[config.mk]
export PLATFORM = sky130hd
export DESIGN_NAME = hazard_scoreboard
export DESIGN_NICKNAME = d
export VERILOG_FILES = /design/src/rtl/hazard_pkg.sv /design/src/rtl/multdiv_tracker.sv /design/src/rtl/hazard_scoreboard.sv
export SDC_FILE = /design/constraint.sdc
export NUM_CORES = 1
export LEC_CHECK = 0
export CAP_MARGIN = 20
export CELL_PAD_IN_SITES_DETAIL_PLACEMENT = 0
export CELL_PAD_IN_SITES_GLOBAL_PLACEMENT = 2
export CORE_MARGIN = 1
export CORE_UTILIZATION = 17
export CTS_BUF_LIST = sky130_fd_sc_hd__clkbuf_2
export CTS_CLUSTER_SIZE = 25
export DETAILED_ROUTE_END_ITERATION = 6
export PLACE_DENSITY = 0.82
export SYNTH_ARGS = -nofsm -noshare
export SYNTH_HDL_FRONTEND = slang
export SYNTH_SLANG_ARGS = --single-unit
[constraint.sdc]
create_clock -name clock -period 3.9 [get_ports clock]
set_input_delay 0.78 -clock clock [delete_from_list [all_inputs] [get_ports clock]]
set_output_delay 0.78 -clock clock [all_outputs]
set_load 0.05 [all_outputs]
[src/rtl/hazard_pkg.sv]
// Shared decode helpers, opcode constants and FSM state encoding for the pipeline hazard unit.
package hazard_pkg;

    localparam int unsigned INSN_W    = 32;
    localparam int unsigned REG_W     = 5;
    localparam int unsigned OP_W      = 5;
    localparam int unsigned OP_LSB    = 27;
    localparam int unsigned RD_LSB    = 22;
    localparam int unsigned RS_LSB    = 17;
    localparam int unsigned RT_LSB    = 12;
    localparam int unsigned ALUOP_LSB = 2;

    typedef logic [INSN_W-1:0] insn_t;
    typedef logic [REG_W-1:0]  reg_t;
    typedef logic [OP_W-1:0]   op_t;

    localparam op_t OP_RTYPE = 5'b00000;
    localparam op_t OP_BNE   = 5'b00010;
    localparam op_t OP_ADDI  = 5'b00101;
    localparam op_t OP_BLT   = 5'b00110;
    localparam op_t OP_SW    = 5'b00111;
    localparam op_t OP_LW    = 5'b01000;
    localparam op_t ALU_MUL  = 5'b00110;
    localparam op_t ALU_DIV  = 5'b00111;

    localparam logic [1:0] FWD_RF = 2'b00;
    localparam logic [1:0] FWD_XM = 2'b01;
    localparam logic [1:0] FWD_MW = 2'b10;

    typedef enum logic [1:0] {IDLE = 2'd0, BUSY = 2'd1, DONE = 2'd2} md_state_e;

    function automatic op_t opcode_of(input insn_t i);
        return i[OP_LSB +: OP_W];
    endfunction

    function automatic reg_t rd_of(input insn_t i);
        return i[RD_LSB +: REG_W];
    endfunction

    function automatic reg_t rs_of(input insn_t i);
        return i[RS_LSB +: REG_W];
    endfunction

    function automatic op_t aluop_of(input insn_t i);
        return i[ALUOP_LSB +: OP_W];
    endfunction

    function automatic logic is_lw(input insn_t i);
        return opcode_of(i) == OP_LW;
    endfunction

    function automatic logic writes_rd(input insn_t i);
        op_t op;
        op = opcode_of(i);
        return ((op == OP_RTYPE) || (op == OP_ADDI) || (op == OP_LW)) && (rd_of(i) != '0);
    endfunction

    function automatic logic reads_rs(input insn_t i);
        op_t op;
        op = opcode_of(i);
        return (op == OP_RTYPE) || (op == OP_ADDI) || (op == OP_LW) ||
               (op == OP_SW) || (op == OP_BNE) || (op == OP_BLT);
    endfunction

    function automatic logic reads_rt(input insn_t i);
        op_t op;
        op = opcode_of(i);
        return (op == OP_RTYPE) || (op == OP_SW) || (op == OP_BNE) || (op == OP_BLT);
    endfunction

    // Stores and branches carry their second source in the rd field.
    function automatic reg_t src2_of(input insn_t i);
        return (opcode_of(i) == OP_RTYPE) ? i[RT_LSB +: REG_W] : rd_of(i);
    endfunction

    function automatic logic is_multdiv(input insn_t i);
        return (opcode_of(i) == OP_RTYPE) && ((aluop_of(i) == ALU_MUL) || (aluop_of(i) == ALU_DIV));
    endfunction

    function automatic logic reads_reg(input insn_t i, input reg_t r);
        return (r != '0) && ((reads_rs(i) && (rs_of(i) == r)) || (reads_rt(i) && (src2_of(i) == r)));
    endfunction

endpackage

[src/rtl/multdiv_tracker.sv]
// Tracks one outstanding mul/div: launch, watchdog abort, and arbitration for the writeback port.
module multdiv_tracker
    import hazard_pkg::*;
#(
    parameter int unsigned MD_TIMEOUT = 64
) (
    input  logic  clock,
    input  logic  reset,
    input  insn_t fd_insn,
    input  insn_t dx_insn,
    input  logic  mw_writes,
    input  logic  multdiv_rdy,
    output logic  md_stall,
    output logic  md_start,
    output logic  md_busy,
    output logic  md_wb_ena,
    output reg_t  md_rd,
    output logic  md_timeout
);

    localparam int unsigned WD_W = $clog2(MD_TIMEOUT);
    localparam logic [WD_W-1:0] WD_LAST = WD_W'(MD_TIMEOUT - 1);

    md_state_e       state, state_nxt;
    logic [WD_W-1:0] wd, wd_nxt;
    reg_t            md_rd_nxt;
    logic            fd_hit;
    logic            dx_launch;
    logic            unused_insn_bits;

    assign unused_insn_bits = ^{fd_insn, dx_insn};

    assign dx_launch = is_multdiv(dx_insn);
    assign fd_hit    = reads_reg(fd_insn, md_rd) ||
                       (writes_rd(fd_insn) && (rd_of(fd_insn) == md_rd)) ||
                       is_multdiv(fd_insn);

    always_ff @(posedge clock) begin
        if (reset) begin
            state <= IDLE;
            wd    <= '0;
            md_rd <= '0;
        end else begin
            state <= state_nxt;
            wd    <= wd_nxt;
            md_rd <= md_rd_nxt;
        end
    end

    always_comb begin
        state_nxt  = state;
        wd_nxt     = wd;
        md_rd_nxt  = md_rd;
        md_stall   = 1'b0;
        md_start   = 1'b0;
        md_busy    = 1'b0;
        md_wb_ena  = 1'b0;
        md_timeout = 1'b0;
        if (!reset) begin
            case (state)
                IDLE: begin
                    if (dx_launch) begin
                        md_start  = 1'b1;
                        md_rd_nxt = rd_of(dx_insn);
                        wd_nxt    = '0;
                        state_nxt = BUSY;
                    end
                end
                BUSY: begin
                    md_busy  = 1'b1;
                    md_stall = fd_hit;
                    wd_nxt   = wd + WD_W'(1);
                    if (multdiv_rdy) begin
                        state_nxt = DONE;
                    end else if (wd == WD_LAST) begin
                        md_timeout = 1'b1;
                        md_rd_nxt  = '0;
                        wd_nxt     = '0;
                        state_nxt  = IDLE;
                    end
                end
                DONE: begin
                    md_busy = 1'b1;
                    if (mw_writes) begin
                        md_stall = 1'b1;
                    end else begin
                        // Same-cycle fd read of md_rd relies on write-before-read regfile.
                        md_wb_ena = (md_rd != '0);
                        if (dx_launch) begin
                            md_start  = 1'b1;
                            md_rd_nxt = rd_of(dx_insn);
                            wd_nxt    = '0;
                            state_nxt = BUSY;
                        end else begin
                            md_rd_nxt = '0;
                            state_nxt = IDLE;
                        end
                    end
                end
                default: state_nxt = IDLE;
            endcase
        end
    end

endmodule

[src/rtl/hazard_scoreboard.sv]
// Pipeline hazard unit: load-use detection, ALU operand forwarding and mul/div scoreboarding.
module hazard_scoreboard
    import hazard_pkg::*;
#(
    parameter int unsigned XLEN       = 32,
    parameter int unsigned REGW       = 5,
    parameter int unsigned MD_TIMEOUT = 64,
    parameter bit          FWD_EN     = 1'b1
) (
    input  logic            clock,
    input  logic            reset,
    input  logic [XLEN-1:0] fd_insn,
    input  logic [XLEN-1:0] dx_insn,
    input  logic [XLEN-1:0] xm_insn,
    input  logic [XLEN-1:0] mw_insn,
    input  logic            multdiv_RDY,
    output logic            stall_fd,
    output logic            flush_dx,
    output logic [1:0]      fwd_a_sel,
    output logic [1:0]      fwd_b_sel,
    output logic            md_start,
    output logic            md_busy,
    output logic            md_wb_ena,
    output logic [REGW-1:0] md_rd,
    output logic            md_timeout
);

    insn_t fd, dx, xm, mw;
    reg_t  md_rd_q;
    logic  load_use, raw_stall, md_stall;
    logic  xm_fwd, mw_fwd;
    logic  unused_insn_bits;

    assign fd = INSN_W'(fd_insn);
    assign dx = INSN_W'(dx_insn);
    assign xm = INSN_W'(xm_insn);
    assign mw = INSN_W'(mw_insn);
    assign unused_insn_bits = ^{fd, dx, xm, mw};

    multdiv_tracker #(
        .MD_TIMEOUT (MD_TIMEOUT)
    ) u_tracker (
        .clock       (clock),
        .reset       (reset),
        .fd_insn     (fd),
        .dx_insn     (dx),
        .mw_writes   (writes_rd(mw)),
        .multdiv_rdy (multdiv_RDY),
        .md_stall    (md_stall),
        .md_start    (md_start),
        .md_busy     (md_busy),
        .md_wb_ena   (md_wb_ena),
        .md_rd       (md_rd_q),
        .md_timeout  (md_timeout)
    );

    assign md_rd = REGW'(md_rd_q);

    // Without forwarding, any consumer of a producer still ahead of writeback waits in decode.
    always_comb begin
        load_use  = is_lw(dx) && writes_rd(dx) && reads_reg(fd, rd_of(dx));
        raw_stall = 1'b0;
        if (!FWD_EN) begin
            raw_stall = (writes_rd(dx) && reads_reg(fd, rd_of(dx))) ||
                        (writes_rd(xm) && reads_reg(fd, rd_of(xm)));
        end
    end

    assign stall_fd = !reset && (load_use || raw_stall || md_stall);
    assign flush_dx = stall_fd;

    // XM beats MW; a load still in XM has no data to forward.
    always_comb begin
        xm_fwd    = writes_rd(xm) && !is_lw(xm);
        mw_fwd    = writes_rd(mw);
        fwd_a_sel = FWD_RF;
        fwd_b_sel = FWD_RF;
        if (FWD_EN && !reset) begin
            if (reads_rs(dx)) begin
                if (xm_fwd && (rd_of(xm) == rs_of(dx))) begin
                    fwd_a_sel = FWD_XM;
                end else if (mw_fwd && (rd_of(mw) == rs_of(dx))) begin
                    fwd_a_sel = FWD_MW;
                end
            end
            if (reads_rt(dx)) begin
                if (xm_fwd && (rd_of(xm) == src2_of(dx))) begin
                    fwd_b_sel = FWD_XM;
                end else if (mw_fwd && (rd_of(mw) == src2_of(dx))) begin
                    fwd_b_sel = FWD_MW;
                end
            end
        end
    end

endmodule

* Word level (Yosys, flattened, before mapping) *
Cells that the tools add are included.

word-level totals
  register bits = 13
  bits in latches = 0
  RAM bits = 0
  bits in read-only memories = 0
  input bits = 131
  memories = 0

operators by class
  add/sub/neg operators = 1
  multiply operators = 0
  div/mod/pow operators = 0
  magnitude comparators = 0
  equal/unequal tests = 35
  shifts and indexed selects = 0
  mux-type cells = 43
  bitwise gates (word level) = 0
  reduce and logical (&&, ||, !) cells = 65

operator list
  kind                                                   number
  equality test 5 x 3 -> 1 bit, second input constant    12
  equality test 5 bit                                    9
  2-to-1 mux 5 bit                                       7
  logical OR 1 bit                                       27
  nonzero test 5 bit                                     5
  2-to-1 mux 2 bit                                       12
  2-to-1 mux 6 bit                                       4
  logical AND 1 bit                                      21
  equality test 5 x 4 -> 1 bit, second input constant    4
  zero test 5 bit                                        4
  case mux 6 bit (3 select lines)                        1
  2-to-1 mux 1 bit                                       15
  case mux 5 bit (3 select lines)                        1
  equality test 5 x 2 -> 1 bit, second input constant    2
  adder 6 x 1 -> 6 bit, second input constant            1
  equality test 6 bit, second input constant             1
  case mux 2 bit (3 select lines)                        1
  AND reduction 5 bit                                    1
  inequality test 2 x 1 -> 1 bit, second input constant  2
  inequality test 2 bit, second input constant           2
  case mux 1 bit (2 select lines)                        2
  inequality test 3 x 2 -> 1 bit, second input constant  1
  AND reduction 3 bit                                    1
  nonzero test 3 bit                                     1
  6 further kinds                                        7

* Depth between registers and ports, before layout *
  word-level depth = 15
  depth in mapped cells = 9
  mapped depth without buffers = 8

* By module *
Synthesis repeated with hierarchy kept, for this count alone.

second synthesis, totals
  cells, all modules = 281
  area total of the unflattened synthesis = 2033.2 um^2

modules (own cells, without submodules)
  module             instances  cells an instance  area each (um^2)  sequential area each (um^2)
  multdiv_tracker    1          155                1167.4            260.2
  hazard_scoreboard  1          126                865.8             0.0

* Worst setup path before layout *
No wires, ideal clock.

  path type = input -> output
  from = input fd_insn[27]
  to = output stall_fd
  arrival = 3.664 ns
  required time = 3.120 ns
  slack = -0.544 ns
  cell stages on the path = 8
  path through = or2_2 nor3_1 clkbuf_1 mux2i_1 xnor2_1 o2111ai_1 o21ai_0 buf_4

between the ends
  cells in the longest elaborated chain, start to end = 15

RTL lines
  item                                                                    RTL line                                              text
  start, declared                                                         hazard_scoreboard.sv:12                               input logic [XLEN-1:0] fd_insn,
  equality test 5 x 3 -> 1 bit / zero test 5 bit (equally long branches)  hazard_pkg.sv:55, hazard_pkg.sv:61, hazard_pkg.sv:68
  logical OR 1 bit (2 in a row)                                           hazard_pkg.sv:55, hazard_pkg.sv:61
  logical OR 1 bit                                                        hazard_pkg.sv:61                                      return (op == OP_RTYPE) || (op == OP_ADDI) || (op == OP_LW) ||
  logical OR 1 bit (2 in a row)                                           hazard_pkg.sv:62                                      (op == OP_SW) || (op == OP_BNE) || (op == OP_BLT);
  logical AND 1 bit                                                       hazard_pkg.sv:81                                      return (r != '0) && ((reads_rs(i) && (rs_of(i) == r)) || (reads_rt(i) && (src2_of(i) == r)));
  logical OR 1 bit                                                        hazard_pkg.sv:81
  logical AND 1 bit                                                       hazard_pkg.sv:81
  logical OR 1 bit                                                        multdiv_tracker.sv:34                                 assign fd_hit = reads_reg(fd_insn, md_rd) ||
  logical OR 1 bit                                                        multdiv_tracker.sv:35                                 (writes_rd(fd_insn) && (rd_of(fd_insn) == md_rd)) ||
  case mux 1 bit (2 select lines)                                         multdiv_tracker.sv:60                                 case (state)
  2-to-1 mux 1 bit                                                        multdiv_tracker.sv:59                                 if (!reset) begin
  logical OR 1 bit (*)                                                    hazard_scoreboard.sv:69                               assign stall_fd = !reset && (load_use || raw_stall || md_stall);
  logical AND 1 bit (*)                                                   hazard_scoreboard.sv:69
  end, declared                                                           hazard_scoreboard.sv:17                               output logic stall_fd,

Every way passes the cells marked *; elsewhere a longest branch is shown, timed or not.

* Worst setup path after layout *
  from = input dx_insn[29]
  to = output fwd_b_sel[1]

between the ends
  cells in the longest elaborated chain, start to end = 8

RTL lines
  item                  RTL line                            text
  start, declared       hazard_scoreboard.sv:13             input logic [XLEN-1:0] dx_insn,
  zero test 5 bit       hazard_pkg.sv:68, hazard_pkg.sv:73
  2-to-1 mux 5 bit      hazard_pkg.sv:73                    return (opcode_of(i) == OP_RTYPE) ? i[RT_LSB +: REG_W] : rd_of(i);
  equality test 5 bit   hazard_scoreboard.sv:89             end else if (mw_fwd && (rd_of(mw) == src2_of(dx))) begin
  logical AND 1 bit     hazard_scoreboard.sv:89
  2-to-1 mux 2 bit      hazard_scoreboard.sv:89
  2-to-1 mux 2 bit      hazard_scoreboard.sv:87             if (xm_fwd && (rd_of(xm) == src2_of(dx))) begin
  2-to-1 mux 2 bit (*)  hazard_scoreboard.sv:86             if (reads_rt(dx)) begin
  2-to-1 mux 2 bit (*)  hazard_scoreboard.sv:78             if (FWD_EN && !reset) begin
  end, declared         hazard_scoreboard.sv:20             output logic [1:0] fwd_b_sel,

Marks and branches as above.

==> flow_metrics.tcl <==
set metrics [dict create \
    cts.sinks 13 \
    syn2layout_area_growth_pct 68.3 \
    irDropWorstVdd_mv 0.0674 \
    synthDistinctLibCells 54 \
    drt_iter0_markers 84 \
    power_density_mw_per_mm2 161 \
    end_kind "output pin" \
    crit_end "fwd_b_sel[1]" \
    post-cts-setup-buffers 0 \
    cts_tree "done" \
    min_period_ns 3.85 \
    place.gp.congestion 0.772 \
    worst_slew_pin_slew_ns 0.673 \
    postSynthNetCount 396 \
    startpoint "dx_insn[29]" \
    p_leak_nw 1.29 \
    n_antenna_cell 0 \
    clkLatencyLatePin_ns 0.27 \
    core_mm2 0.0109 \
    die_h_um 108 \
    grt_pass1_vias 2307 \
    yosys_warnings 0 \
    cp-start-kind "primary input" \
    postSynthAreaPerCell_um2 7.44 \
    antenna_found_initial 0 \
    placed_cell_area_mm2 0.00317 \
    final_util_pct 29.7 \
    synthCells 259 \
    root_buffer "clkbuf_2" \
    worst_ep_required_time_ns 3.12 \
    die_w_um 108 \
    grt_util_all_layers_pct 11.9 \
    setup_violations 0 \
    async_flop_share_pct 0 \
    grt_pass1_wl_um 11000 \
    yosysSeqAreaShare_pct 13.5 \
    synth-edff-count 0 \
    die_area_mm2 0.0118 \
    hold_buffers 0 \
    route.detailed.drc 0 \
    fmax_mhz 260 \
    viasPerCell 4.55 \
    post-route-period-util_pct 98.6 \
    ant_nets 0 \
    worstPathMaxFanout 3 \
    cts_buffers 3 \
    regToRegStartpoint "u_tracker.wd[0]$_SDFFE_PP0P_" \
    critPathKind "primary input to output pin" \
    post-dp-hpwl_um 5900 \
    synth-seq-cells 13 \
    hp-class "flip-flop to flip-flop" \
    path_clk_slew_ns 0.13 \
    syn_area_mm2 0.00193 \
    synth_top_flop_cell "dfxtp_1" \
    slew_viol_final 0 \
    reg2reg_to "u_tracker.md_rd[4]$_SDFFE_PP0P_" \
    portBuffers 85 \
    start_util_pct 17.6 \
    finClkSkew_ns 0.00573 \
    vias 2305 \
    yosysTopAreaCell "dfxtp_1" \
    nNetsFinal 505 \
    design_area_mm2 0.00325 \
    core.rowCount 38 \
    hold_viol 0 \
    drive_gt1_share_pct 18.3 \
    grt_max_degree 18 \
    outcome "complete, no violations" \
    drt-total-wl_um 7050 \
    cap_viol_max_count 0 \
    cts_max_path_buffers 2 \
    grt_remaining_overflow 0 \
    regToRegSetupSlack_ns 1.27 \
    synth_area_leaders "dfxtp_1, xor2_1, xnor2_1" \
    detail_route.first_pass.iterations 4 \
    timing.hold.ws_ns 0.490 \
    worst_slew_margin_rel_pct 55.2 \
    ios 146 \
    rr_worst_depth 7 \
    cp_data_arrival_time_ns 3.07 \
    wl_per_cell_um 13.9 \
    ctsHtreeMaxLevel 1 \
    synth.top_cell.area_share_pct 13.5 \
]
-- metrics by stage --
step	power [W]	setup slack [ns]	TNS, ns	instances
2_1_floorplan	0.000305	-0.165	-0.171	259
3_3_place_gp	0.000450	-0.141	-0.345	503
3_5_place_dp	0.000452	-0.138	-0.425	503
4_1_cts	0.000529	0.0163	0	507
5_1_grt	0.000564	-0.00761	-0.0148	507
6_report	0.000524	0.0543	0	507
-- placed cells by master (no fill, tap or decap), types with 5 or more instances in the layout --
cell / count
xor2_1: 19
o22ai_1: 5
o21ai_0: 11
nor2b_1: 9
xnor2_1: 17
nand2_1: 12
ha_1: 6
nor3_1: 7
a21oi_1: 13
inv_1: 16
mux2i_1: 10
or4_1: 5
buf_4: 31
or2_2: 5
dfxtp_1: 13
clkdlybuf4s50_1: 73
buf_12: 7
nand3_1: 6
nor2_1: 27
-- synthesized netlist by cell type (10+ instances only) --
master / instances
xnor2_1: 17
nor2b_1: 10
o21ai_0: 12
nor3_1: 10
xor2_1: 19
dfxtp_1: 13
nor2_1: 27
nand2_1: 13
a21oi_1: 13
inv_1: 16
mux2i_1: 11
-- what timing repair did --
action	CTS	global route
endpoints found under the setup margin	4	4
pin swaps	0	0
hold endpoints to repair	0	0
resized for setup	5	8
-- kinds of logic after synthesis --
family,synth area share (%)
adders and majority gates,3.89
AOI/OAI and AO/OA,21.9
DFF,13.5
muxes,5.71
and+or+nand+nor,31.9
buffers and inverters,6.68
xor gates and xnor gates,16.4
-- area by class of cell --
class / instances / area, um^2
inverter: 16 / 60.1
fill: 1190 / 7690
sequential: 13 / 260
clock buffer: 4 / 20.0
timing repair buffer: 113 / 1130
multi-input combinational: 221 / 1600
tap: 140 / 175
-- power by group --
part	total (W)	internal [W]	switching [W]
Clock	0.0000718	0.0000272	0.0000446
Sequential	0.000153	0.000139	0.0000135
Combinational	0.000300	0.000154	0.000146
Total	0.000524	0.000320	0.000204
-- worst min path at each step --
stage                                            start                            to  cells after the start
after global routing      u_tracker.wd[1]$_SDFFE_PP0P_  u_tracker.wd[1]$_SDFFE_PP0P_                      2
final                     u_tracker.wd[1]$_SDFFE_PP0P_  u_tracker.wd[1]$_SDFFE_PP0P_                      2
after global placement    u_tracker.wd[1]$_SDFFE_PP0P_  u_tracker.wd[1]$_SDFFE_PP0P_                      2
after floorplan           u_tracker.wd[1]$_SDFFE_PP0P_  u_tracker.wd[1]$_SDFFE_PP0P_                      2
after CTS                 u_tracker.wd[1]$_SDFFE_PP0P_  u_tracker.wd[1]$_SDFFE_PP0P_                      2
after detailed placement  u_tracker.wd[1]$_SDFFE_PP0P_  u_tracker.wd[1]$_SDFFE_PP0P_                      2
-- state kept, by name (all words and copies together) (netlist names) --
signal,count
u_tracker.md_rd,5
u_tracker.state,2
u_tracker.wd,6
-- per-layer routing --
| metal | track usage, % | wire length [um] | vias up |
|---|---|---|---|
| li1 | - | - | 1170 |
| met2 | 20.2 | 3260 | 60 |
| met1 | 15.9 | 3450 | 1073 |
| met4 | 2.90 | 40 | 0 |
| met3 | 1.15 | 296 | 2 |
| met5 | 0 | 0 | - |
-- worst max-delay path: stages --
cell and delay [ns]:
clkdlybuf4s50_1 0.48, or3_4 0.37, nor3_2 0.16, a21oi_1 0.06, a211o_1 0.29, or4_4 0.54
nor4b_2 0.18, buf_4 0.19
Note: power is estimated with default switching activity, not from simulation.
